===== src/rtl/oe_sorter_if.sv =====
// Stream bundle for oe_sorter: packet input (snk) and sorted packet output (src).
// The slave modport is the sorter's view; master is the view of the surrounding datapath.
interface oe_sorter_if #(
    parameter int unsigned DWIDTH = 8
);
    logic [DWIDTH-1:0] snk_data_i;
    logic              snk_valid_i;
    logic              snk_sop_i;
    logic              snk_eop_i;
    logic              snk_ready_o;
    logic [DWIDTH-1:0] src_data_o;
    logic              src_valid_o;
    logic              src_sop_o;
    logic              src_eop_o;
    logic              src_ready_i;

    modport slave (
        input  snk_data_i, snk_valid_i, snk_sop_i, snk_eop_i, src_ready_i,
        output snk_ready_o, src_data_o, src_valid_o, src_sop_o, src_eop_o
    );

    modport master (
        output snk_data_i, snk_valid_i, snk_sop_i, snk_eop_i, src_ready_i,
        input  snk_ready_o, src_data_o, src_valid_o, src_sop_o, src_eop_o
    );
endinterface


===== src/rtl/oe_sorter.sv =====
// Packet sorter: buffers up to MAX_PKT_LEN words, sorts them with an odd-even
// transposition network (one pass per cycle) and streams them back with sop/eop framing.
module oe_sorter #(
    parameter int unsigned DWIDTH      = 8,
    parameter int unsigned MAX_PKT_LEN = 16
) (
    input  logic       clk_i,
    input  logic       arst_n_i,
    input  logic       clear_i,
    input  logic       desc_i,
    oe_sorter_if.slave bus,
    output logic       overflow_o
);
    localparam int unsigned LWIDTH = $clog2(MAX_PKT_LEN + 1);
    localparam logic [LWIDTH-1:0] LenMax = LWIDTH'(MAX_PKT_LEN);
    localparam logic [LWIDTH-1:0] LenOne = LWIDTH'(1);

    typedef enum logic [1:0] {StIdle, StLoad, StSort, StOut} state_e;

    state_e              r_state;
    logic [LWIDTH-1:0]   r_len;
    logic [LWIDTH-1:0]   r_pass;
    logic [LWIDTH-1:0]   r_rd_idx;
    logic                r_desc;
    logic                r_ovf_seen;
    logic                r_overflow;
    logic                r_ready;
    logic                r_valid;
    logic                r_sop;
    logic                r_eop;
    logic [DWIDTH-1:0]   r_data;
    logic [DWIDTH-1:0]   r_mem [MAX_PKT_LEN];

    logic                w_accept;
    logic                w_wr_en;
    logic [LWIDTH-1:0]   w_wr_idx;
    logic                w_odd_pass;
    logic [DWIDTH-1:0]   w_sorted [MAX_PKT_LEN];
    logic [DWIDTH-1:0]   w_next_data;

    assign w_accept   = bus.snk_valid_i & r_ready;
    assign w_odd_pass = r_pass[0];
    // Sop always restarts at slot 0; words past the storage depth are never written.
    assign w_wr_en    = !clear_i && w_accept &&
                        (bus.snk_sop_i || (r_state == StLoad && r_len < LenMax));
    assign w_wr_idx   = bus.snk_sop_i ? '0 : r_len;

    // Pairs in one pass are disjoint, so every swap reads the pre-pass contents.
    always_comb begin
        w_sorted = r_mem;
        for (int i = 0; i < int'(MAX_PKT_LEN) - 1; i++) begin
            if ((((i % 2) == 1) == w_odd_pass) && (LWIDTH'(i + 1) < r_len)) begin
                if (r_desc ? (r_mem[i] < r_mem[i+1]) : (r_mem[i] > r_mem[i+1])) begin
                    w_sorted[i]   = r_mem[i+1];
                    w_sorted[i+1] = r_mem[i];
                end
            end
        end
    end

    always_comb begin
        w_next_data = '0;
        for (int i = 0; i < int'(MAX_PKT_LEN); i++) begin
            if (LWIDTH'(i) == r_rd_idx + LenOne) begin
                w_next_data = r_mem[i];
            end
        end
    end

    always_ff @(posedge clk_i) begin
        if (!clear_i && r_state == StSort) begin
            r_mem <= w_sorted;
        end else if (w_wr_en) begin
            for (int i = 0; i < int'(MAX_PKT_LEN); i++) begin
                if (LWIDTH'(i) == w_wr_idx) begin
                    r_mem[i] <= bus.snk_data_i;
                end
            end
        end
    end

    always_ff @(posedge clk_i or negedge arst_n_i) begin
        if (!arst_n_i) begin
            r_state    <= StIdle;
            r_len      <= '0;
            r_pass     <= '0;
            r_rd_idx   <= '0;
            r_desc     <= 1'b0;
            r_ovf_seen <= 1'b0;
            r_overflow <= 1'b0;
            r_ready    <= 1'b1;
            r_valid    <= 1'b0;
            r_sop      <= 1'b0;
            r_eop      <= 1'b0;
            r_data     <= '0;
        end else begin
            r_overflow <= 1'b0;
            if (clear_i) begin
                r_state    <= StIdle;
                r_len      <= '0;
                r_pass     <= '0;
                r_rd_idx   <= '0;
                r_ovf_seen <= 1'b0;
                r_ready    <= 1'b1;
                r_valid    <= 1'b0;
                r_sop      <= 1'b0;
                r_eop      <= 1'b0;
            end else begin
                case (r_state)
                    StIdle: begin
                        if (w_accept && bus.snk_sop_i) begin
                            r_len      <= LenOne;
                            r_desc     <= desc_i;
                            r_ovf_seen <= 1'b0;
                            if (bus.snk_eop_i) begin
                                r_state <= StSort;
                                r_ready <= 1'b0;
                                r_pass  <= '0;
                            end else begin
                                r_state <= StLoad;
                            end
                        end
                    end
                    StLoad: begin
                        if (w_accept) begin
                            if (bus.snk_sop_i) begin
                                r_len      <= LenOne;
                                r_desc     <= desc_i;
                                r_ovf_seen <= 1'b0;
                            end else if (r_len < LenMax) begin
                                r_len <= r_len + LenOne;
                            end else if (!r_ovf_seen) begin
                                r_overflow <= 1'b1;
                                r_ovf_seen <= 1'b1;
                            end
                            if (bus.snk_eop_i) begin
                                r_state <= StSort;
                                r_ready <= 1'b0;
                                r_pass  <= '0;
                            end
                        end
                    end
                    StSort: begin
                        r_pass <= r_pass + LenOne;
                        if (r_pass == r_len - LenOne) begin
                            r_state  <= StOut;
                            r_rd_idx <= '0;
                            r_valid  <= 1'b1;
                            r_sop    <= 1'b1;
                            r_eop    <= (r_len == LenOne);
                            r_data   <= w_sorted[0];
                        end
                    end
                    StOut: begin
                        if (bus.src_ready_i) begin
                            if (r_rd_idx == r_len - LenOne) begin
                                r_state  <= StIdle;
                                r_rd_idx <= '0;
                                r_valid  <= 1'b0;
                                r_sop    <= 1'b0;
                                r_eop    <= 1'b0;
                                r_ready  <= 1'b1;
                            end else begin
                                r_rd_idx <= r_rd_idx + LenOne;
                                r_sop    <= 1'b0;
                                r_eop    <= (r_rd_idx + LWIDTH'(2) == r_len);
                                r_data   <= w_next_data;
                            end
                        end
                    end
                    default: r_state <= StIdle;
                endcase
            end
        end
    end

    assign bus.snk_ready_o = r_ready;
    assign bus.src_valid_o = r_valid;
    assign bus.src_sop_o   = r_sop;
    assign bus.src_eop_o   = r_eop;
    assign bus.src_data_o  = r_data;
    assign overflow_o      = r_overflow;
endmodule

===== src/flat_wrapper.sv =====
// flat-port wrapper written by rule: the top's interface ports become plain ports
module oe_sorter_flat 
#(
    parameter int unsigned DWIDTH      = 8,
    parameter int unsigned MAX_PKT_LEN = 16
)
  (clk_i, arst_n_i, clear_i, desc_i, overflow_o, bus_snk_data_i, bus_snk_valid_i, bus_snk_sop_i, bus_snk_eop_i, bus_src_ready_i, bus_snk_ready_o, bus_src_data_o, bus_src_valid_o, bus_src_sop_o, bus_src_eop_o);
  oe_sorter_if #(.DWIDTH(DWIDTH)) bus_i ();
  input  logic clk_i;
  input  logic arst_n_i;
  input  logic clear_i;
  input  logic desc_i;
  output logic overflow_o;
  input wire logic [$bits(bus_i.snk_data_i)-1:0] bus_snk_data_i;
  input wire logic [$bits(bus_i.snk_valid_i)-1:0] bus_snk_valid_i;
  input wire logic [$bits(bus_i.snk_sop_i)-1:0] bus_snk_sop_i;
  input wire logic [$bits(bus_i.snk_eop_i)-1:0] bus_snk_eop_i;
  input wire logic [$bits(bus_i.src_ready_i)-1:0] bus_src_ready_i;
  output wire logic [$bits(bus_i.snk_ready_o)-1:0] bus_snk_ready_o;
  output wire logic [$bits(bus_i.src_data_o)-1:0] bus_src_data_o;
  output wire logic [$bits(bus_i.src_valid_o)-1:0] bus_src_valid_o;
  output wire logic [$bits(bus_i.src_sop_o)-1:0] bus_src_sop_o;
  output wire logic [$bits(bus_i.src_eop_o)-1:0] bus_src_eop_o;
  assign bus_i.snk_data_i = bus_snk_data_i;
  assign bus_i.snk_valid_i = bus_snk_valid_i;
  assign bus_i.snk_sop_i = bus_snk_sop_i;
  assign bus_i.snk_eop_i = bus_snk_eop_i;
  assign bus_i.src_ready_i = bus_src_ready_i;
  assign bus_snk_ready_o = bus_i.snk_ready_o;
  assign bus_src_data_o = bus_i.src_data_o;
  assign bus_src_valid_o = bus_i.src_valid_o;
  assign bus_src_sop_o = bus_i.src_sop_o;
  assign bus_src_eop_o = bus_i.src_eop_o;
  oe_sorter #(.DWIDTH(DWIDTH), .MAX_PKT_LEN(MAX_PKT_LEN)) u_core (.clk_i(clk_i), .arst_n_i(arst_n_i), .clear_i(clear_i), .desc_i(desc_i), .bus(bus_i), .overflow_o(overflow_o));
endmodule

===== config.mk =====
export PLATFORM = sky130hd
export DESIGN_NAME = oe_sorter_flat
export DESIGN_NICKNAME = d
export VERILOG_FILES = /design/src/rtl/oe_sorter_if.sv /design/src/rtl/oe_sorter.sv /design/src/flat_wrapper.sv
export SDC_FILE = /design/constraint.sdc
export NUM_CORES = 1
export LEC_CHECK = 0
export ABC_AREA = 1
export ABC_CLOCK_PERIOD_IN_PS = 2400
export CAP_MARGIN = 20
export CORE_UTILIZATION = 45
export DETAILED_ROUTE_END_ITERATION = 10
export SYNTH_ARGS = -nofsm -noshare
export SYNTH_HDL_FRONTEND = slang
export SYNTH_SLANG_ARGS = --single-unit

===== constraint.sdc =====
create_clock -name clk_i -period 2.4 [get_ports clk_i]
set_clock_uncertainty 0.05 [all_clocks]
set_input_delay 0.36 -clock clk_i [delete_from_list [all_inputs] [get_ports clk_i]]
set_output_delay 0.36 -clock clk_i [all_outputs]
set_load 0.01 [all_outputs]

==> results.toml <==
[clocking]
worst_setup_hold_path_clk_slew_ns = 0.07
cts_buffers = 17
cts_max_path_buffers = 2
cts_tree = "done"
htreeDepth = 4
clockRootBuffer = "sky130_fd_sc_hd__clkbuf_16"
cts_sinks = 160
worst_skew_pair.late_latency_ns = 0.46

[sta]
setup_viol = 127
fmax_ghz = 0.364
hold_viol = 0
timing_worst_slew_pin_value_ns = 0.867
rsz0062_at_grt = "true"
timing.final.max_slew_violations = 0
post-route-min-period_ns = 2.75
slew_headroom_pct = 42.2
finalCritPeriodShare_pct = 115
timing.final.ws_setup_ns = -0.350

[place]
place.gp.congestion = 0.973
post_dp_cell_area_um2 = 16600
placement.io_buffers = 28
hpwlAfterDp_mm = 37.5

[power]
vdd_drop_max_uv = 597
static-leakage-power_nw = 9.30
total_power_w = 0.0184
power_dens_cells_nw_per_um2 = 855

[setup_path]
cp.required_ns = 2.73
worst_setup_sp_type = "flip-flop"
worst_setup_path_end_kind = "flip-flop"
critical_path.cell_chain = "ha_4 > nand4_1 > nand2_4 > nand2_8 > nor2_4 > buf_6 > nand2_1 > nand3_2 > o21ai_2 > o21ai_1 > nand2_1 > nand2_1 > nand3_2 > nand3_2 > nand2_1 > nand2_1 > nand2_1 > nand3_1 > nand2_1 > nand2_1 > nand2_1 > a21oi_2"
worst-setup-path-type = "flip-flop to flip-flop"
crit_family = "simple AND/OR/NAND/NOR gates"
timing.critical_path.slowest_stage_cell = "sky130_fd_sc_hd__dfrtp_2"
cp_slowest_stage_delay_ns = 0.46
worst_ep_arrival_ns = 3.08
critical_path_peak_fanout = 7
crit_top_cell = "sky130_fd_sc_hd__nand2_1"
cp_num_buf_inv = 1

[global_routing]
groute.usage.overall_pct = 34.0
grt_overflow_total = 0
antenna_found_initial = 0
wire_length_of_the_first_global_routing_pass_mm = 79.9
largest_net_degree_at_the_start_of_global_routing = 72
first_global_vias = 14610

[cells_and_area]
area_growth_syn_to_layout_pct = 59.4
antenna-diode-count = 0
layout.nets = 2408
final_layout_size_suffix_gt1_share_pct = 44.4
final_core_utilization_pct = 72.7
fin_area_um2 = 21500

[detailed_routing]
wl_per_cell_um = 22.0
routed_vias = 16004
postRouteWirelength_mm = 58.4
ant_nets = 0
avgViaCountPerCell = 6.01
drc = 0
firstDrtPassIters = 5
drt_first_iter_violations = 1576

[floorplanning]
initial_utilization_pct = 45.6
core_box_area_um2 = 29600
ioPinCount = 29
floorplan.die.width_um = 175
die_h_um = 175
placementRows = 63
die_area_um2 = 30700

[worst_hold_path]
hold_class = "flip-flop to flip-flop"

[outcome]
failing_checks = "negative setup slack"
run_status = "complete, but fails checks"

[logic_synthesis]
synth.avg_cell_area_um2 = 7.44
ys_ff_latch = 160
synthesis.instances = 1812
synthesis.area_um2 = 13500
synth_nets = 1962
number_of_distinct_library_cells_after_synthesis = 44
synth.yosys.warnings = 0
seq_area_frac_synth_pct = 34.4

[job]
max-cap-violations = 0
## worst paths after layout
check	slack (ns)	from	endpoint	depth (start not counted)
hold / removal	0.41	u_core.r_ovf_seen	u_core.overflow_o	1
max in group asynchronous	1.19	arst_n_i	u_core.r_rd_idx[1]	2
min in group asynchronous	0.49	arst_n_i	u_core.bus.src_data_o[1]	2
hold reg to reg	0.41	u_core.r_ovf_seen	u_core.overflow_o	1
setup / recovery	-0.35	u_core.r_rd_idx[1]	u_core.bus.src_data_o[6]	22
setup reg to reg	-0.35	u_core.r_rd_idx[1]	u_core.bus.src_data_o[6]	22
## final cells by class
cell class	count	area, µm²
multi-input combinational	1336	9990
fill	2144	8060
timing repair buffer	514	4930
sequential	160	4650
inverter	229	882
tap	390	488
clock buffer	17	425
clock inverter	15	134
## flip-flops by register name, indices dropped and copies added, names as in the netlist
register	count
u_core.r_mem	128
u_core.bus.src_data_o	8
u_core.r_len	5
u_core.r_pass	5
u_core.r_rd_idx	5
u_core.r_state	2
u_core.bus.snk_ready_o	1
u_core.bus.src_eop_o	1
u_core.bus.src_sop_o	1
u_core.bus.src_valid_o	1
u_core.overflow_o	1
u_core.r_desc	1
u_core.r_ovf_seen	1
## synthesized netlist by cell type
| cell type | instances | area, µm² |
|---|---|---|
| sky130_fd_sc_hd__o211ai_1 | 22 | 165 |
| sky130_fd_sc_hd__a211oi_1 | 21 | 158 |
| sky130_fd_sc_hd__o221ai_1 | 11 | 96.3 |
| sky130_fd_sc_hd__buf_4 | 3 | 22.5 |
| sky130_fd_sc_hd__nor2_8 | 1 | 20.0 |
| sky130_fd_sc_hd__xnor2_1 | 3 | 26.3 |
| sky130_fd_sc_hd__inv_1 | 223 | 837 |
| sky130_fd_sc_hd__clkbuf_1 | 64 | 240 |
| sky130_fd_sc_hd__nand2_4 | 2 | 22.5 |
| sky130_fd_sc_hd__nand3_1 | 75 | 375 |
| sky130_fd_sc_hd__nor3_1 | 13 | 65.1 |
| sky130_fd_sc_hd__or2_2 | 4 | 25.0 |
| sky130_fd_sc_hd__nor2_4 | 2 | 22.5 |
| sky130_fd_sc_hd__nor2_1 | 92 | 345 |
| sky130_fd_sc_hd__nand2_2 | 4 | 25.0 |
| sky130_fd_sc_hd__buf_6 | 2 | 22.5 |
| sky130_fd_sc_hd__inv_2 | 6 | 22.5 |
| sky130_fd_sc_hd__xor2_1 | 8 | 70.1 |
| sky130_fd_sc_hd__o41ai_1 | 2 | 17.5 |
| sky130_fd_sc_hd__a31oi_1 | 5 | 31.3 |
| sky130_fd_sc_hd__nand2_1 | 270 | 1010 |
| sky130_fd_sc_hd__nor3b_1 | 6 | 45.0 |
| sky130_fd_sc_hd__a21oi_1 | 216 | 1080 |
| sky130_fd_sc_hd__o21ai_1 | 10 | 50.1 |
| sky130_fd_sc_hd__nand3_4 | 1 | 17.5 |
| sky130_fd_sc_hd__buf_2 | 10 | 50.1 |
| sky130_fd_sc_hd__nand3_2 | 3 | 30.0 |
| sky130_fd_sc_hd__nor2_2 | 5 | 31.3 |
| sky130_fd_sc_hd__o22ai_1 | 4 | 25.0 |
| sky130_fd_sc_hd__nor3_2 | 1 | 10.0 |
| sky130_fd_sc_hd__ha_1 | 134 | 1680 |
| sky130_fd_sc_hd__nand4_1 | 21 | 131 |
| sky130_fd_sc_hd__dfstp_2 | 1 | 26.3 |
| sky130_fd_sc_hd__edfxtp_1 | 128 | 3840 |
| sky130_fd_sc_hd__or2_1 | 1 | 6.26 |
| sky130_fd_sc_hd__and3_1 | 1 | 6.26 |
| sky130_fd_sc_hd__o21ai_0 | 387 | 1940 |
| sky130_fd_sc_hd__a21oi_2 | 2 | 17.5 |
| sky130_fd_sc_hd__buf_1 | 8 | 30.0 |
| sky130_fd_sc_hd__o2111ai_1 | 4 | 35.0 |
| sky130_fd_sc_hd__dfrtp_1 | 31 | 776 |
| sky130_fd_sc_hd__o21a_1 | 1 | 7.51 |
| sky130_fd_sc_hd__nor4_1 | 1 | 6.26 |
| sky130_fd_sc_hd__o311ai_0 | 3 | 26.3 |
## routing by layer
metal,routed length (µm),track usage [%],up-vias
met4,3560,17.3,0
met5,0,0,-
met3,4900,5.68,222
met1,22600,43.1,7687
met2,27400,55.7,796
li1,-,-,7299
## report_power, final
part           switching, W  internal (W)  total [W]
Clock               0.00133       0.00144    0.00277
Combinational       0.00636       0.00483     0.0112
Sequential         0.000533       0.00388    0.00441
Total               0.00823        0.0102     0.0184
## timing repair
| action | 4_1_cts | 5_1_grt |
|---|---|---|
| pin swaps | 72 | 203 |
| buffers inserted | 44 | 87 |
| gates cloned | 17 | 20 |
| hold buffers | 1 | 0 |
| hold endpoints to repair | 8 | 0 |
| endpoints found under the setup margin | 92 | 184 |
| gates resized for setup | 322 | 623 |
## cells in the final DEF, fill, tap and decap left out, drive strengths merged, types with 27 or more instances in the layout
| cell | count |
|---|---|
| a21oi | 218 |
| buf | 473 |
| clkbuf | 30 |
| clkdlybuf4s50 | 27 |
| dfrtp | 31 |
| edfxtp | 128 |
| ha | 134 |
| inv | 234 |
| nand2 | 276 |
| nand3 | 79 |
| nor2 | 100 |
| o21ai | 397 |
## cells by family (layout without fill, tap and decap cells)
kind of cell	after synthesis	after routing	synth area share, %
compound gates	688	688	27.0
simple gates	503	503	16.3
buf+inv	316	775	9.08
flops	160	160	34.4
fa+ha+maj	134	134	12.4
xor+xnor	11	11	0.714
## worst reg2reg max path, stage by stage, from the launching register on
cell and delay [ns]:
sky130_fd_sc_hd__dfrtp_2 0.46, sky130_fd_sc_hd__ha_4 0.19, sky130_fd_sc_hd__nand4_1 0.16, sky130_fd_sc_hd__nand2_4 0.21, sky130_fd_sc_hd__nand2_8 0.10, sky130_fd_sc_hd__nor2_4 0.24, sky130_fd_sc_hd__buf_6 0.14, sky130_fd_sc_hd__nand2_1 0.06
sky130_fd_sc_hd__nand3_2 0.06, sky130_fd_sc_hd__o21ai_2 0.06, sky130_fd_sc_hd__o21ai_1 0.13, sky130_fd_sc_hd__nand2_1 0.07, sky130_fd_sc_hd__nand2_1 0.07, sky130_fd_sc_hd__nand3_2 0.07, sky130_fd_sc_hd__nand3_2 0.07, sky130_fd_sc_hd__nand2_1 0.06
sky130_fd_sc_hd__nand2_1 0.08, sky130_fd_sc_hd__nand2_1 0.05, sky130_fd_sc_hd__nand3_1 0.07, sky130_fd_sc_hd__nand2_1 0.06, sky130_fd_sc_hd__nand2_1 0.05, sky130_fd_sc_hd__nand2_1 0.06, sky130_fd_sc_hd__a21oi_2 0.11
## per-stage QoR
stage	hold WS, ns	std cells	setup TNS, ns	worst slack (ns)
floorplan	0.0144	1812	-0.0250	-0.0250
global placement	0.402	2473	-6.35	-0.306
detailed placement	0.401	2473	-9.44	-0.322
CTS	0.409	2565	-5.10	-0.221
global route	0.424	2661	-29.65	-0.547
finish	0.406	2661	-14.81	-0.350
(Power assumes the default switching activity.)
